<file path="src/rtl/sar_pkg.sv">
// Shared definitions for the SAR result serializer: transmit state encoding,
// the native result width and a helper that gives the length of one serial frame.
package sar_pkg;

  localparam int SAR_DATA_W = 4;

  typedef enum logic [2:0] {
    TX_IDLE   = 3'd0,
    TX_START  = 3'd1,
    TX_DATA   = 3'd2,
    TX_PARITY = 3'd3,
    TX_STOP   = 3'd4
  } tx_state_e;

  // Clock cycles occupied by one frame: start + data + optional parity + stop.
  function automatic int frame_clks(input int data_w, input int clks_per_bit, input bit parity);
    return (data_w + 2 + (parity ? 1 : 0)) * clks_per_bit;
  endfunction

endpackage

</file>
<file path="src/rtl/sar_result_fifo.sv">
// Synchronous result buffer (DATA_W x DEPTH, DEPTH a power of two).
// Head word is presented combinationally. A push while full is only taken
// when a pop happens in the same cycle, so the freed slot receives the new word.
module sar_result_fifo #(
  parameter int DATA_W = 4,
  parameter int DEPTH  = 4
) (
  input  logic                     clk,
  input  logic                     reset,
  input  logic                     push,
  input  logic [DATA_W-1:0]        push_data,
  input  logic                     pop,
  output logic [DATA_W-1:0]        pop_data,
  output logic                     full,
  output logic                     empty,
  output logic [$clog2(DEPTH):0]   count
);

  localparam int PTR_W = $clog2(DEPTH);

  logic [DATA_W-1:0] mem [DEPTH];
  logic [PTR_W-1:0]  wr_ptr_q, wr_ptr_d;
  logic [PTR_W-1:0]  rd_ptr_q, rd_ptr_d;
  logic [PTR_W:0]    count_q, count_d;
  logic              do_push;
  logic              do_pop;

  assign full     = (count_q == (PTR_W + 1)'(DEPTH));
  assign empty    = (count_q == '0);
  assign count    = count_q;
  assign pop_data = mem[rd_ptr_q];
  assign do_pop   = pop & ~empty;
  assign do_push  = push & (~full | do_pop);

  // Pointer and occupancy next-state.
  always_comb begin
    wr_ptr_d = wr_ptr_q;
    rd_ptr_d = rd_ptr_q;
    count_d  = count_q;
    if (do_push) wr_ptr_d = wr_ptr_q + 1'b1;
    if (do_pop)  rd_ptr_d = rd_ptr_q + 1'b1;
    case ({do_push, do_pop})
      2'b10:   count_d = count_q + 1'b1;
      2'b01:   count_d = count_q - 1'b1;
      default: count_d = count_q;
    endcase
  end

  // Pointer and occupancy registers.
  always_ff @(posedge clk or negedge reset) begin
    if (!reset) begin
      wr_ptr_q <= '0;
      rd_ptr_q <= '0;
      count_q  <= '0;
    end else begin
      wr_ptr_q <= wr_ptr_d;
      rd_ptr_q <= rd_ptr_d;
      count_q  <= count_d;
    end
  end

  // Storage array; contents are don't-care until written.
  always_ff @(posedge clk) begin
    if (do_push) mem[wr_ptr_q] <= push_data;
  end

endmodule

</file>
<file path="src/rtl/sar_result_serializer.sv">
// SAR result serializer: captures each finished conversion code on the rising
// edge of conv_done into a small FIFO and sends it out as an asynchronous
// frame (start 0, data MSB first, optional even parity, stop 1) on ser_out.
// Optional parity bit is enabled by defining SAR_SER_PARITY_EN.
//
// state     | meaning
// TX_IDLE   | line high, waiting for tx_en and a buffered word
// TX_START  | start bit (0) for one bit period
// TX_DATA   | DATA_W data bits, MSB first
// TX_PARITY | even parity over the data bits (SAR_SER_PARITY_EN only)
// TX_STOP   | stop bit (1), then back to idle for at least one cycle
module sar_result_serializer
  import sar_pkg::*;
#(
  parameter int DATA_W       = SAR_DATA_W,
  parameter int FIFO_DEPTH   = 4,
  parameter int CLKS_PER_BIT = 4
) (
  input  logic                          clk,
  input  logic                          reset,
  input  logic [DATA_W-1:0]             bitout,
  input  logic                          conv_done,
  input  logic                          tx_en,
  input  logic                          clr_ovf,
  output logic                          ser_out,
  output logic                          tx_busy,
  output logic [$clog2(FIFO_DEPTH):0]   fifo_count,
  output logic                          overflow
);

  localparam int CNT_W = (CLKS_PER_BIT > 1) ? $clog2(CLKS_PER_BIT) : 1;
  localparam int IDX_W = (DATA_W > 1) ? $clog2(DATA_W) : 1;
  localparam logic [CNT_W-1:0] CNT_LAST = CNT_W'(CLKS_PER_BIT - 1);
  localparam logic [IDX_W-1:0] IDX_LAST = IDX_W'(DATA_W - 1);

  logic              conv_done_q;
  logic              capture;
  logic              pop;
  logic              fifo_full;
  logic              fifo_empty;
  logic [DATA_W-1:0] fifo_head;

  tx_state_e         state_q, state_d;
  logic [CNT_W-1:0]  cnt_q, cnt_d;
  logic [IDX_W-1:0]  idx_q, idx_d;
  logic [DATA_W-1:0] shift_q, shift_d;
  logic              ser_out_q, ser_out_d;
  logic              overflow_q, overflow_d;
`ifdef SAR_SER_PARITY_EN
  logic              parity_q;
`endif

  assign capture    = conv_done & ~conv_done_q;
  assign ser_out    = ser_out_q;
  assign tx_busy    = (state_q != TX_IDLE);
  assign overflow   = overflow_q;

  sar_result_fifo #(
    .DATA_W (DATA_W),
    .DEPTH  (FIFO_DEPTH)
  ) u_fifo (
    .clk       (clk),
    .reset     (reset),
    .push      (capture),
    .push_data (bitout),
    .pop       (pop),
    .pop_data  (fifo_head),
    .full      (fifo_full),
    .empty     (fifo_empty),
    .count     (fifo_count)
  );

  // A capture that finds the buffer full with no pop to make room is lost; set wins over clear.
  always_comb begin
    overflow_d = overflow_q;
    if (capture && fifo_full && !pop) overflow_d = 1'b1;
    else if (clr_ovf)                 overflow_d = 1'b0;
  end

  // Transmit FSM next-state, plus the registered line level for the next cycle.
  always_comb begin
    state_d = state_q;
    cnt_d   = cnt_q;
    idx_d   = idx_q;
    shift_d = shift_q;
    pop     = 1'b0;
    case (state_q)
      TX_IDLE: begin
        if (tx_en && !fifo_empty) begin
          pop     = 1'b1;
          shift_d = fifo_head;
          state_d = TX_START;
          cnt_d   = '0;
          idx_d   = '0;
        end
      end
      TX_START: begin
        if (cnt_q == CNT_LAST) begin
          state_d = TX_DATA;
          cnt_d   = '0;
          idx_d   = '0;
        end else begin
          cnt_d = cnt_q + 1'b1;
        end
      end
      TX_DATA: begin
        if (cnt_q == CNT_LAST) begin
          cnt_d = '0;
          if (idx_q == IDX_LAST) begin
            idx_d = '0;
`ifdef SAR_SER_PARITY_EN
            state_d = TX_PARITY;
`else
            state_d = TX_STOP;
`endif
          end else begin
            idx_d   = idx_q + 1'b1;
            shift_d = shift_q << 1;
          end
        end else begin
          cnt_d = cnt_q + 1'b1;
        end
      end
`ifdef SAR_SER_PARITY_EN
      TX_PARITY: begin
        if (cnt_q == CNT_LAST) begin
          state_d = TX_STOP;
          cnt_d   = '0;
        end else begin
          cnt_d = cnt_q + 1'b1;
        end
      end
`endif
      TX_STOP: begin
        if (cnt_q == CNT_LAST) begin
          state_d = TX_IDLE;
          cnt_d   = '0;
        end else begin
          cnt_d = cnt_q + 1'b1;
        end
      end
      default: begin
        state_d = TX_IDLE;
        cnt_d   = '0;
        idx_d   = '0;
      end
    endcase

    case (state_d)
      TX_START:  ser_out_d = 1'b0;
      TX_DATA:   ser_out_d = shift_d[DATA_W-1];
`ifdef SAR_SER_PARITY_EN
      TX_PARITY: ser_out_d = parity_q;
`endif
      default:   ser_out_d = 1'b1;
    endcase
  end

  // Edge-detect history, FSM, shift register, line and overflow registers.
  always_ff @(posedge clk or negedge reset) begin
    if (!reset) begin
      conv_done_q <= 1'b0;
      state_q     <= TX_IDLE;
      cnt_q       <= '0;
      idx_q       <= '0;
      shift_q     <= '0;
      ser_out_q   <= 1'b1;
      overflow_q  <= 1'b0;
    end else begin
      conv_done_q <= conv_done;
      state_q     <= state_d;
      cnt_q       <= cnt_d;
      idx_q       <= idx_d;
      shift_q     <= shift_d;
      ser_out_q   <= ser_out_d;
      overflow_q  <= overflow_d;
    end
  end

`ifdef SAR_SER_PARITY_EN
  // Parity is computed once from the popped word, before shifting destroys it.
  always_ff @(posedge clk or negedge reset) begin
    if (!reset)   parity_q <= 1'b0;
    else if (pop) parity_q <= ^fifo_head;
  end
`endif

endmodule

</file>
<file path="config.mk">
export PLATFORM = sky130hd
export DESIGN_NAME = sar_result_serializer
export DESIGN_NICKNAME = d
export VERILOG_FILES = /design/src/rtl/sar_pkg.sv /design/src/rtl/sar_result_fifo.sv /design/src/rtl/sar_result_serializer.sv
export SDC_FILE = /design/constraint.sdc
export NUM_CORES = 1
export LEC_CHECK = 0
export ABC_AREA = 1
export CAP_MARGIN = 20
export CORE_MARGIN = 3
export CORE_UTILIZATION = 50
export DETAILED_ROUTE_END_ITERATION = 7
export GPL_ROUTABILITY_DRIVEN = 0
export PLACE_DENSITY = 0.72
export SETUP_SLACK_MARGIN = 0.3
export SLEW_MARGIN = 5
export SYNTH_ARGS = -nofsm -noshare
export SYNTH_HDL_FRONTEND = slang
export SYNTH_HIERARCHICAL = 1
export SYNTH_SLANG_ARGS = --single-unit
</file>
<file path="constraint.sdc">
create_clock -name clk -period 3.35 [get_ports clk]
set_clock_uncertainty 0.05 [all_clocks]
set_input_delay 0.335 -clock clk [delete_from_list [all_inputs] [get_ports clk]]
set_output_delay 0.335 -clock clk [all_outputs]
set_load 0.05 [all_outputs]
</file>
==> results.cfg <==
[critical_path]
worst_ep_arrival_time_ns = 2.72
worstPathRequired_ns = 3.55
cpMostUsedCell = nand2_1
end_kind = register
slowest_delay_ns = 0.45
crit_path_top_delay_cell = dfrtp_1
critical_path.max_fanout = 9
cp_cell_sequence = nor2_2, nand2_1, inv_1, inv_1, nand2_1, nor2_4, inv_1, nand3_2, nand2_4, ha_1, inv_1, fa_1, nand2_1, nand3_1, nand2_1, nand2_1
reg2reg_slack_ns = 0.82
critPathKind = register to register
cp-start-kind = register

[power_and_ir_drop]
leakagePower_nw = 0.958
pwr_density_cell_nw_per_um2 = 854
irDropWorstVdd_v = 0.000360

[routing]
route.detailed.drc = 0
wl_per_cell_um = 12.8
firstDrtPassIters = 7
vias = 1411
ant_nets = 0
via_per_inst = 5.26
routed_wl_mm = 3.42
initialDrtViolationCount = 120

[sta]
holdWs_ns = 0.401
rsz0062_at_grt = false
fmax_ghz = 0.396
finalWorstSetupSlack_ns = 0.823
hold_viol = 0
setup-tns-final_ns = 0
finalCritPeriodShare_pct = 75.4
max-slew-margin-rel_pct = 35.6
period_minus_slack_ns = 2.53
setup_viol = 0
tightestPinTransition_ns = 0.963
drv_slew = 0

[logic_synthesis]
synth_area_um2 = 1820
yosysTopAreaCell = dfrtp_1
yosys_warnings = 6
yosys-top-cells-area = dfrtp_1 (28%), edfxtp_1 (26%), nand2_1 (9.9%), inv_1 (6.2%), ha_1 (5.5%)
synthesis.instances = 201
ys_ff_latch = 37
yosysSeqAreaShare_pct = 55.5
ys.flop_type = dfrtp_1
ys_top_cells_by_count = nand2_1 (48), inv_1 (30), nor2_1 (23), dfrtp_1 (20), nand3_1 (19)
synthDistinctLibCells = 23
syn_area_per_cell_um2 = 9.03
synth_nets = 219
synth_edf_count = 16
yosysMostFrequentCell = nand2_1
synthArstFlopShare_pct = 56.8
synth_top_area_share_pct = 27.6

[clock_network]
cts_tree = built
clkSlewWorstSetupHoldPaths_ns = 0.11
cts_resized = 0
clk_latency_ns = 0.34
cts.htree.levels = 2
cts_num_sinks = 37
clk_path_buf_depth = 2
cts_buffers = 5
cts_setup_buffers = 0
ctsHoldBuffers = 0
root_buffer = clkbuf_4

[floorplan]
coreArea_um2 = 3420
die_h_um = 66.3
die_area_um2 = 4390
placementRows = 21
die_x_um = 66.3
ioPinCount = 15
start_util_pct = 53.2

[placement]
hpwl_mm = 2.57
port_buffers = 14
place_ws_ns = 0.815
place_area_um2 = 2010

[min_path]
worstHoldPathType = input pin to register

[finish]
final_layout_size_suffix_gt1_share_pct = 8.11
nNetsFinal = 239
stdcell_area_um2 = 2070
utilization_pct = 60.6
syn_to_final_growth_pct = 14.1
antenna_cells = 0

[global_route]
grt_start_max_net_pins = 22
gr-usage-all-layers_pct = 18.0
antenna_found_initial = 0
grt_pass1_vias = 1291
grt_remaining_overflow = 0
grt_pass1_wl_mm = 5.76

[run]
max_cap_violations = 0

[status]
outcome = completed
routing by layer:
metal	vias to the layer above	part of all wire (%)	track usage, %
li1	690	-	-
met1	681	40	20.0
met2	34	54	31.8
met3	6	4.0	5.61
met4	0	1.5	6.60
met5	-	0	0
layout make-up:
class	instances	area, um2
fillers	295	1350
flip-flops and latches	37	1010
multi-input cells	132	684
repair buffers	14	140
inverters	31	116
well taps	46	57.6
clock buffers	6	51.3
clock inverters	2	13.8
where the power goes:
group,switching (mW),internal (mW)
clock,0.150,0.102
combinational,0.533,0.272
sequential,0.112,0.599
through the flow:
stage          power (mW)  std cells
2_1_floorplan        1.30        201
5_1_grt              1.92        268
3_5_place_dp         1.53        260
4_1_cts              1.78        268
3_3_place_gp         1.48        260
6_report             1.77        268
worst max-delay path, delay by kind of cell, from the launching register on:
kind | cells | cell delay (ns)
buffers and inverters | 4 | 0.27
adders and majority gates | 2 | 0.57
DFF | 1 | 0.45
and+or+nand+nor | 10 | 1.06
cells by family (layout without fill, tap and decap cells):
| kind of cell | Yosys count | after routing | synth area share, % |
|---|---|---|---|
| and+or+nand+nor | 101 | 101 | 24.3 |
| DFF | 37 | 37 | 55.5 |
| buffers and inverters | 32 | 53 | 6.82 |
| AOI/OAI and AO/OA | 21 | 21 | 6.27 |
| adders and majority gates | 9 | 9 | 6.62 |
| xor gates and xnor gates | 1 | 1 | 0.483 |
flip-flops by register name, summed over array words and instances, names as in the netlist:
register	flops
overflow	1
state_q	3
ser_out	1
shift_q	4
u_fifo/rd_ptr_q	2
cnt_q	2
u_fifo/mem	16
u_fifo/count	3
u_fifo/wr_ptr_q	2
conv_done_q	1
idx_q	2
worst paths after layout:
check	startpoint	depth (start not counted)	end
min reg2reg	shift_q[0]	2	shift_q[0]
max reg2reg	u_fifo/count[0]	16	u_fifo/count[2]
max in group asynchronous	reset	1	u_fifo/wr_ptr_q[0]
min	conv_done	1	conv_done_q
min in group asynchronous	reset	1	cnt_q[0]
max	u_fifo/count[0]	16	u_fifo/count[2]
placed cells by master, fill, tap and decap left out, drive strengths merged:
cell type,n
fa,1
o22ai,1
clkbuf,6
nor2,27
inv,31
nand3,20
nand2,50
xnor2,1
dfstp,1
clkdlybuf4s50,14
edfxtp,16
clkinv,2
o21ai,19
o32ai,1
nand4,2
dfrtp,20
ha,8
nor3,2
No activity file was read; power rests on OpenSTA's default activity.
